`src/rtl/l2_request_arbiter.sv`:
```
// l2_request_arbiter: per-source request FIFOs for the instruction and data caches feeding one
// registered valid/ready command/address channel to L2, with round-robin or data-priority
// arbitration and saturating per-source grant counters.
module l2_request_arbiter #(
    parameter int unsigned DEPTH        = 4,
    parameter int unsigned ARB_MODE     = 0,
    parameter int unsigned STARVE_LIMIT = 3
) (
    input  logic        Clock,
    input  logic        clear,
    input  logic        i_req_valid,
    input  logic [1:0]  i_req_cmd,
    input  logic [25:0] i_req_addr,
    output logic        i_req_ready,
    input  logic        d_req_valid,
    input  logic [1:0]  d_req_cmd,
    input  logic [25:0] d_req_addr,
    output logic        d_req_ready,
    output logic        l2_valid,
    output logic [1:0]  l2_cmd,
    output logic [25:0] l2_addr,
    output logic        l2_src,
    input  logic        l2_ready,
    output logic [31:0] i_grants,
    output logic [31:0] d_grants
);
    localparam int unsigned PW = $clog2(DEPTH);
    localparam int unsigned CW = PW + 1;
    localparam int unsigned SW = $clog2(STARVE_LIMIT + 1);

    typedef logic [27:0] msg_t;

    msg_t          r_i_mem [DEPTH];
    msg_t          r_d_mem [DEPTH];
    logic [PW-1:0] r_i_wp, r_i_rp, r_d_wp, r_d_rp;
    logic [CW-1:0] r_i_cnt, r_d_cnt;

    logic          r_valid;
    logic [1:0]    r_cmd;
    logic [25:0]   r_addr;
    logic          r_src;
    logic          r_last_d;
    logic [SW-1:0] r_starve;
    logic [31:0]   r_i_grants, r_d_grants;

    logic w_i_full, w_d_full, w_i_push, w_d_push;
    logic w_i_ne, w_d_ne, w_load, w_grant_i, w_pop_i, w_pop_d;

    // Ready looks only at the stored count, so a same-cycle pop never frees a slot early.
    assign w_i_full    = (r_i_cnt == CW'(DEPTH));
    assign w_d_full    = (r_d_cnt == CW'(DEPTH));
    assign i_req_ready = !w_i_full;
    assign d_req_ready = !w_d_full;
    assign w_i_push    = i_req_valid && !w_i_full;
    assign w_d_push    = d_req_valid && !w_d_full;
    assign w_i_ne      = (r_i_cnt != '0);
    assign w_d_ne      = (r_d_cnt != '0);
    assign w_load      = !r_valid || l2_ready;
    assign w_pop_i     = w_load && w_i_ne && w_grant_i;
    assign w_pop_d     = w_load && w_d_ne && !w_grant_i;

    // Arbitration: the non-empty FIFO wins; on a tie use RR pointer or priority/starvation guard.
    always_comb begin
        w_grant_i = w_i_ne;
        if (w_i_ne && w_d_ne) begin
            if (ARB_MODE == 0) begin
                w_grant_i = r_last_d;
            end else begin
                w_grant_i = (r_starve >= SW'(STARVE_LIMIT));
            end
        end
    end

    // Instruction FIFO storage and pointers.
    always_ff @(posedge Clock) begin
        if (clear) begin
            r_i_wp  <= '0;
            r_i_rp  <= '0;
            r_i_cnt <= '0;
        end else begin
            if (w_i_push) begin
                r_i_mem[r_i_wp] <= {i_req_cmd, i_req_addr};
                r_i_wp          <= r_i_wp + 1'b1;
            end
            if (w_pop_i) begin
                r_i_rp <= r_i_rp + 1'b1;
            end
            r_i_cnt <= r_i_cnt + CW'(w_i_push) - CW'(w_pop_i);
        end
    end

    // Data FIFO storage and pointers.
    always_ff @(posedge Clock) begin
        if (clear) begin
            r_d_wp  <= '0;
            r_d_rp  <= '0;
            r_d_cnt <= '0;
        end else begin
            if (w_d_push) begin
                r_d_mem[r_d_wp] <= {d_req_cmd, d_req_addr};
                r_d_wp          <= r_d_wp + 1'b1;
            end
            if (w_pop_d) begin
                r_d_rp <= r_d_rp + 1'b1;
            end
            r_d_cnt <= r_d_cnt + CW'(w_d_push) - CW'(w_pop_d);
        end
    end

    // Output register, arbitration history and grant counters; loads only on an open slot.
    always_ff @(posedge Clock) begin
        if (clear) begin
            r_valid    <= 1'b0;
            r_cmd      <= '0;
            r_addr     <= '0;
            r_src      <= 1'b0;
            r_last_d   <= 1'b1;
            r_starve   <= '0;
            r_i_grants <= '0;
            r_d_grants <= '0;
        end else if (w_load) begin
            r_valid <= w_i_ne || w_d_ne;
            if (w_pop_i) begin
                {r_cmd, r_addr} <= r_i_mem[r_i_rp];
                r_src           <= 1'b0;
                r_last_d        <= 1'b0;
                r_starve        <= '0;
                if (r_i_grants != 32'hFFFF_FFFF) begin
                    r_i_grants <= r_i_grants + 32'd1;
                end
            end else if (w_pop_d) begin
                {r_cmd, r_addr} <= r_d_mem[r_d_rp];
                r_src           <= 1'b1;
                r_last_d        <= 1'b1;
                if (!w_i_ne) begin
                    r_starve <= '0;
                end else if (r_starve != SW'(STARVE_LIMIT)) begin
                    r_starve <= r_starve + 1'b1;
                end
                if (r_d_grants != 32'hFFFF_FFFF) begin
                    r_d_grants <= r_d_grants + 32'd1;
                end
            end else begin
                r_starve <= '0;
            end
        end
    end

    assign l2_valid = r_valid;
    assign l2_cmd   = r_cmd;
    assign l2_addr  = r_addr;
    assign l2_src   = r_src;
    assign i_grants = r_i_grants;
    assign d_grants = r_d_grants;
endmodule

```
`config.mk`:
```
export PLATFORM = sky130hd
export DESIGN_NAME = l2_request_arbiter
export DESIGN_NICKNAME = d
export VERILOG_FILES = /design/src/rtl/l2_request_arbiter.sv
export SDC_FILE = /design/constraint.sdc
export NUM_CORES = 1
export LEC_CHECK = 0
export CORE_UTILIZATION = 56
export CTS_BUF_LIST = sky130_fd_sc_hd__clkbuf_8 sky130_fd_sc_hd__clkbuf_16
export DETAILED_ROUTE_END_ITERATION = 6
export HOLD_SLACK_MARGIN = 0.03
export PLACE_DENSITY_LB_ADDON = 0.12
export SLEW_MARGIN = 20
export SYNTH_ARGS = -nofsm -noshare
export SYNTH_HDL_FRONTEND = slang
export SYNTH_SLANG_ARGS = --single-unit
```
`constraint.sdc`:
```
create_clock -name Clock -period 4.17 [get_ports Clock]
set_input_delay 1.251 -clock Clock [delete_from_list [all_inputs] [get_ports Clock]]
set_output_delay 1.251 -clock Clock [all_outputs]
set_load 0.03 [all_outputs]
```
# ---- Word-level counts from Yosys, hierarchy flattened
# Memory sizes are Yosys's and may differ from the RTL's. A register that Yosys moved wholly into a read port is not among the register bits.
# Index checks and enable logic that the tools add are counted.
dict set report totals {
  out_inout_bits 96
  ram_bits 224
  ff_bits 109
  mem_count 2
}
# memory words word_bits rd rd_ports_with_merged_regs write_ports line_no
set mem_list {}
lappend mem_list {r_d_mem 4 28 1 1 1 34} ;# msg_t r_d_mem [DEPTH];
lappend mem_list {r_i_mem 4 28 1 1 1 33} ;# msg_t r_i_mem [DEPTH];
dict set report op_classes {
  n_reduce_logical 19
  add_sub_neg 10
  eq_ne 4
  n_mux 17
  bitwise_logic 1
}
# cell count
set ops {}
lappend ops {{32-bit by 1-bit adder with 32-bit output (second input constant)} 2}
lappend ops {{32-bit inequality test (second input constant)} 2}
lappend ops {{26-bit two-way mux} 2}
lappend ops {{2-bit two-way mux} 6}
lappend ops {{1-bit two-way mux} 9}
lappend ops {{2-bit by 1-bit adder with 2-bit output (second input constant)} 4}
lappend ops {{1-bit logical AND} 7}
lappend ops {{3-bit by 1-bit adder with 3-bit output} 2}
lappend ops {{3-bit == test (second input constant)} 2}
lappend ops {{3-bit nonzero test} 2}
lappend ops {{3-bit by 1-bit subtractor with 3-bit output} 2}
lappend ops {{1-bit zero test} 4}
lappend ops {{4-bit AND reduction} 1}
lappend ops {{3-bit AND reduction} 1}
lappend ops {{1-bit logical OR} 2}
lappend ops {{2-bit AND reduction} 1}
lappend ops {{2-bit nonzero test} 1}
lappend ops {{1-bit NOT} 1}

# ---- Longest topological paths before layout
dict set report depth {
  word_depth 7
  mapped_depth 12
  ltp_nobuf 10
}

# ---- Worst setup path after synthesis
# No wires, ideal clock.
dict set report synth_path {
  path_kind {input to register}
  startpoint {in l2_ready}
  endpoint {reg r_i_cnt[2]}
  slack_ns 0.788
  arrival_time_ns 3.254
  stages 12
  path_cell_list {nand2b_1 -> o211ai_2 -> inv_2 -> buf_4 -> clkbuf_1 -> ha_1 -> inv_1 -> ha_1 -> fa_1 -> xnor2_1 -> xnor2_1 -> nor2_1}
}
dict set report synth_via {
  elab_chain_cells 4
}
# element line_no
set synth_rtl {}
lappend synth_rtl {{start: declaration} 23} ;# input logic l2_ready,
lappend synth_rtl {{1-bit logical OR} 58} ;# assign w_load = !r_valid || l2_ready;
lappend synth_rtl {{1-bit logical AND (2 in a row)} 59} ;# assign w_pop_i = w_load && w_i_ne && w_grant_i;
lappend synth_rtl {{3-bit by 1-bit subtractor with 3-bit output} 88} ;# r_i_cnt <= r_i_cnt + CW'(w_i_push) - CW'(w_pop_i);
lappend synth_rtl {{end signal: assignment} 88}
lappend synth_rtl {{end: declaration} 36} ;# logic [CW-1:0] r_i_cnt, r_d_cnt;
# Every way passes these cells.
# A chain may end at the register's enable or synchronous reset.

# ---- Worst setup path after layout
dict set report layout_path {
  startpoint {reg r_d_cnt[1]}
  endpoint {out d_req_ready}
}
dict set report layout_via {
  elab_chain_cells 2
}
# element line_no
set layout_rtl {}
lappend layout_rtl {{start: declaration} 36}
lappend layout_rtl {{start signal: assignment} 106} ;# r_d_cnt <= r_d_cnt + CW'(w_d_push) - CW'(w_pop_d);
lappend layout_rtl {{3-bit == test} 51} ;# assign w_d_full = (r_d_cnt == CW'(DEPTH));
lappend layout_rtl {{1-bit zero test} 53} ;# assign d_req_ready = !w_d_full;
lappend layout_rtl {{end: declaration} 18} ;# output logic d_req_ready,
# Every way passes these cells.

==> flow_summary_export.csv <==
group,metric,value,unit
sta,tns,0,ns
clocking,ctsResizeCount,0,
power_and_ir_drop,p_sw_share,30.4,%
sta,slew_violations,0,
yosys,yosysWarnings,0,
power_and_ir_drop,seqPwrFrac,43.7,%
min_path,worstHoldPathType,"flip-flop to flip-flop",
yosys,synth_edf_count,224,
yosys,synth_top_cell_by_area,"edfxtp_1",
cells_and_area,nets,1198,
route,wl_per_cell,19.5,um
yosys,synthCells,953,
placed_design,place_ws,0.616,ns
sta,finalCritPeriodShare,75.0,%
placed_design,numPortBuffers,156,
sta,fmaxAchievable,0.320,GHz
route,firstDrtPassIters,5,
yosys,synth-async-reset-ratio,0,%
yosys,yosysSeqAreaShare,66.6,%
clocking,numCtsBuffers,37,
sta,rsz0062_at_grt,"false",
route,vias,8588,
cells_and_area,num_antenna_cells,0,
yosys,ys_types,57,
critical_path,worstSetupPathType,"flip-flop to primary output",
job,cap_viol_max_count,0,
critical_path,cp_max_fo,5,
cells_and_area,final_util,70.4,%
yosys,synthTopCellsByArea,"edfxtp_1 (50%), dfxtp_1 (17%), mux4_2 (9.3%)",
clocking,cts-root-buf,"clkbuf_16",
yosys,ys_dominant_reg_cell,"edfxtp_1",
route,viasPerCell,5.84,
route,drtIter0Drc,618,
power_and_ir_drop,leakage,5.40,nW
critical_path,cp.arrival,1.88,ns
route,remaining_drc_errors,0,
clocking,clkTransAtPathRegs,0.06,ns
cells_and_area,regArea,8990,um2
outcome,status,"complete, no violations",
global_routing,grt_pass1_vias,8210,
global_routing,grt_usage,23.8,%
sta,finalHoldViolCount,0,
cells_and_area,fillCellCount,1630,
sta,maxSlewHeadroom,30.1,%
placed_design,dpl_cell_area,15400,um2
placed_design,gp_congestion,0.856,
power_and_ir_drop,p_sw,2.93,mW
placed_design,hpwl,18500,um
clocking,postCtsHoldBufs,0,
clocking,cts_tree,"yes",
route,wl,28700,um
global_routing,overflow,0,
floorplanning,initial_core_util,57.3,%
global_routing,grt_pass1_wl,44500,um
global_routing,antenna_found_initial,0,
sta,layout_setup_ws,1.04,ns
cells_and_area,drive_above_1_share,12.5,%
placed_design,numPlacedInstances,1402,
clocking,clock_path_buffers,3,
clocking,htree_levels,2,
power_and_ir_drop,comb_power_share,24.8,%
critical_path,crit_path_end_kind,"primary output",
floorplanning,core_area,23500,um2
route,ant_nets,0,
power_and_ir_drop,irDropWorstVdd,496,uV
power_and_ir_drop,p_per_area,582,nW/um2
yosys,netlist_area,13500,um2
cells_and_area,multi_input_area,4250,um2
floorplanning,die_area,24700,um2
cells_and_area,syn2layout_area_growth,22.7,%
yosys,ys_seq_elements,337,
clocking,clk-insertion-delay-late,0.52,ns
sta,setup_viol,0,
yosys,syn_nets,1029,
floorplanning,ios,157,
cells_and_area,fin_cells,1470,
clocking,clock-sinks,337,
sta,worstMarginPinSlew,1.05,ns
power_and_ir_drop,clock_power_share,31.5,%
power_and_ir_drop,p_int,6.71,mW
critical_path,required,2.92,ns
sta,final.setup_skew,0.0111,ns
yosys,syn_area_per_cell,14.2,um2
sta,period_needed,3.13,ns
yosys,yosysTopAreaCellShare,49.8,%
global_routing,grt_max_degree,72,
floorplanning,rows,56,
floorplanning,chipWidth,157,um
cells_and_area,design_area,16600,um2
critical_path,start_kind,"flip-flop",
clocking,cts_setup_buffers,0,
floorplanning,die_y,157,um
==> power by group through the flow <==
stage | registers, mW | logic [mW] | clock network (mW)
finish | 4.22 | 2.39 | 3.04
global placement | 4.28 | 2.37 | 0
detailed placement | 4.29 | 2.40 | 0
floorplan | 4.34 | 1.53 | 0
global route | 4.26 | 2.59 | 3.23
CTS | 4.22 | 2.42 | 3.10
==> synth_stat cells, types with 2 or more instances <==
library cell  number
edfxtp_1         224
dfxtp_1          113
nand2_1           80
nor2_1            66
mux4_2            56
a21oi_1           54
or3_1             32
clkbuf_1          28
nand3_1           26
nand4_1           24
o21ai_0           23
a311oi_1          21
inv_1             20
o21ai_1           16
or4_1             16
o31ai_1           15
ha_1              13
xnor2_1           13
and2_1            11
buf_2             10
and4_1             9
o22ai_1            8
and3_1             7
nor2b_1            6
nor4_1             6
xor2_1             6
nor3_1             5
buf_4              4
or2_2              4
mux2_1             3
o211ai_1           3
a31o_1             2
fa_1               2
o311ai_0           2
o41ai_1            2
or4_4              2
==> path summary, 6_finish.rpt <==
path | from | end | slack [ns] | cells after the start
worst max register to register | d_grants[0]$_SDFFE_PP0P_ | d_grants[28]$_SDFFE_PP0P_ | 1.61 | 6
worst min register to register | l2_addr[20]$_SDFFE_PP0P_ | l2_addr[20]$_SDFFE_PP0P_ | 0.50 | 2
worst min-delay path | l2_addr[20]$_SDFFE_PP0P_ | l2_addr[20]$_SDFFE_PP0P_ | 0.50 | 2
worst max-delay path | r_d_cnt[1]$_SDFF_PP0_ | d_req_ready | 1.04 | 3
==> cell families (layout without fill, tap and decap cells) <==
family	Yosys count	in the layout	synth area share [%]
multiplexers	60	60	9.67
flip-flops	337	337	66.6
AND/OR/NAND/NOR	303	303	11.7
AO/OA/AOI/OAI	155	155	7.28
adder cells (fa/ha/maj)	15	15	1.50
XOR/XNOR	19	19	1.23
buffers and inverters	64	262	1.98
==> cells in the final DEF (no fill, tap or decap), types with 7 or more instances in the layout <==
master           count
a21oi_1             54
a311oi_1            21
and2_1              11
and3_1               7
and4_1               9
buf_4               18
clkbuf_16           38
clkdlybuf4s50_1    155
dfxtp_1            110
edfxtp_1           224
ha_1                13
inv_1               36
mux4_2              56
nand2_1             80
nand3_1             26
nand4_1             24
nor2_1              66
o21ai_0             23
o21ai_1             16
o22ai_1              8
o31ai_1             15
or3_1               32
or4_1               16
xnor2_1             13
==> state kept, by name, indices dropped and copies added, names as in the netlist, named ones only <==
signal    cells
r_d_rp        2
r_last_d      1
r_d_cnt       3
r_d_wp        2
r_i_cnt       3
l2_cmd        2
d_grants     32
r_d_mem     112
i_grants     32
l2_addr      26
l2_valid      1
r_i_wp        2
r_i_mem     112
l2_src        1
r_i_rp        2
==> routing by layer <==
metal	vias to the layer above	wire (um)	global-route usage [%]	part of all wire [%]
met5	-	0	0	0
met4	0	672	7.17	2.3
met3	45	1850	4.21	6.4
met2	289	14200	40.1	50
met1	4211	12000	31.6	42
li1	4043	-	-	-
==> per-stage QoR <==
stage | total power, mW | hold slack, ns
5_1_grt | 10.1 | 0.521
3_3_place_gp | 6.66 | 0.483
4_1_cts | 9.74 | 0.498
6_report | 9.64 | 0.497
3_5_place_dp | 6.69 | 0.490
2_1_floorplan | 5.86 | 0.469
==> layout make-up <==
cell class,count,area share [%]
multi-input combinational,552,25.6
clock inverter,24,0.778
timing repair buffer,173,10.2
inverter,21,0.476
sequential,337,54.3
tap,319,2.41
clock buffer,44,6.24
==> critical path: stages, from the launching register on <==
cell	delay [ns]
dfxtp_1	0.44
nor2_1	0.07
nand2_1	0.14
clkdlybuf4s50_1	0.71
Note: power is estimated with default switching activity, not from simulation.
==> patch (same settings) <==
Change the parameter `DEPTH` from 4 to 8.
--- a/src/rtl/l2_request_arbiter.sv
+++ b/src/rtl/l2_request_arbiter.sv
@@ -4,3 +4,3 @@
 module l2_request_arbiter #(
-    parameter int unsigned DEPTH        = 4,
+    parameter int unsigned DEPTH        = 8,
     parameter int unsigned ARB_MODE     = 0,
Formal check against the unedited RTL: not equivalent (a bounded check fails within 10 cycles, from zero or initial values).
==> patch against the original RTL <==
Global-route usage shrank 0.36 points; sequential cell count rose by 232; first-iteration DRC count up 47%; cell count increased by 43%; maximum frequency decreased by 4.3%; total power rose by 56%; hold slack lost 0.036 ns; largest power group unchanged; sequential power increased by 63%; wire length grew 63%; clock power increased by 60%; design area increased by 60%; worst setup slack got worse by 0.14 ns; area after synthesis grew 66%.
==> patch: results (changes against the original RTL) <==
Post-Synthesis Cell Area -> 22350 um2 (+66%)
Buffers, non-clock -> 185 (+6.9%)
Total CTS buffers -> 56 (+51%)
Count of flip-flops with a built-in enable after synthesis -> 448 (+100%)
Leakage -> 8.389 nW (+55%)
Worst reg-to-reg setup slack -> 1.34 ns (-0.27 ns)
Worst Path Arrival -> 2.02 ns (+0.14 ns)
Multi-input gate count -> 700 (+27%)
Setup WS pre-CTS -> 0.3876 ns (-0.2283 ns)
Multi-input combinational area share -> 23.39% (-2.2 points)
Initial antenna violation count -> 3 (+3)
Synth top area cells -> edfxtp_1 60%, dfxtp_1 11%, mux4_2 9.5%
Synth unique cells -> 61 (+7.0%)
HPWL after DPL -> 28070 um (+51%)
Ratio of cells with drive above 1 in the final layout -> 15.48% (+3.0 points)
WHS -> 0.4615 ns (-0.03577 ns)
Clock skew -> 0.02000 ns (+0.008906 ns)
Status -> finished, final reports clean
GRT Util Overall -> 23.43% (-0.36 points)
Sequential Area -> 15890 um2 (+77%)
Inverter count -> 27 (+29%)
Hold Path Origin -> l2_addr[22]$_SDFFE_PP0P_
Clk pwr share -> 32.4% (+0.9 points)
Number of DRC markers in iteration 0 -> 908 (+47%)
Buffer share of cell area -> 6.909% (-3.3 points)
Compound-Gate Fraction of Synth Area -> 5.790% (-1.5 points)
Sequential share of the synthesized area -> 71.05% (+4.4 points)
Clock buffer count in the final layout -> 60 (+36%)
Via count -> 12.55k (+46%)
Hold endpoint -> l2_addr[22]$_SDFFE_PP0P_
Hold Path Stages -> 1 (-1)
Internal power -> 10.75 mW (+60%)
Routed length per placed instance -> 22.26 um (+14%)
Fill cells -> 2634 (+62%)
Slew HR -> 30.52% (+0.47 points)
Clock buf/inv share -> 6.776% (-0.24 points)
Gate power share -> 21.7% (-3.1 points)
Top cells by count, synth -> 448 x edfxtp_1, 121 x dfxtp_1, 94 x mux4_2
Synth Net Count -> 1442 (+40%)
Finished Layout Cells -> 2101 (+43%)
Maximum vdd drop -> 392.2 uV (-21%)
XOR/XNOR share of the synthesized area -> 0.6271% (-0.61 points)
Reg2reg end -> r_d_cnt[3]$_SDFF_PP0_
Layout net count -> 1620 (+35%)
patch: changes by cell type after synthesis, sizes merged, moves of 9 or more:
| cell | change |
|---|---|
| buf | +14 |
| mux2i | +62 |
| o22ai | +17 |
| a221oi | +9 |
| nand2 | -30 |
| a21o | +17 |
| a211oi | +13 |
| a311oi | -12 |
| nor2b | +15 |
| nor2 | +14 |
| mux4 | +38 |
| edfxtp | +224 |
patch: cell families after synthesis:
logic type | after synthesis
AOI/OAI and AO/OA | 200
DFF | 569
buffers and inverters | 92
xor gates and xnor gates | 16
and+or+nand+nor | 301
muxes | 163
adders and majority gates | 20
patch: worst max path at each step:
| stage | slack, ns | cells after the start | to | startpoint |
|---|---|---|---|---|
| 6_report | 0.90 | 4 | d_req_ready | r_d_cnt[2]$_SDFF_PP0_ |
| 5_1_grt | 0.75 | 12 | r_d_cnt[3]$_SDFF_PP0_ | l2_ready |
| 4_1_cts | 0.86 | 4 | d_req_ready | r_d_cnt[2]$_SDFF_PP0_ |
| 3_5_place_dp | 0.39 | 12 | r_d_cnt[3]$_SDFF_PP0_ | l2_ready |
| 3_3_place_gp | 0.49 | 12 | r_d_cnt[2]$_SDFF_PP0_ | l2_ready |
| 2_1_floorplan | 0.06 | 3 | r_d_mem[0][0]$_DFFE_PP_ | d_req_valid |
patch: layer usage:
layer  GRT usage, %  part of all wire (%)  up-vias
met5              0                 0.026        -
met1          32.05                    42     6315
li1               -                     -     5785
met2          38.50                    49      374
met4          7.630                   2.4        2
met3          4.033                   6.1       71
patch: worst max-delay path, delay by kind of cell, from the launching register on:
kind                       cells  cell delay, ns
buffers and inverters          2            0.79
DFF                            1            0.31
adders and majority gates      1            0.20
and+or+nand+nor                1            0.14
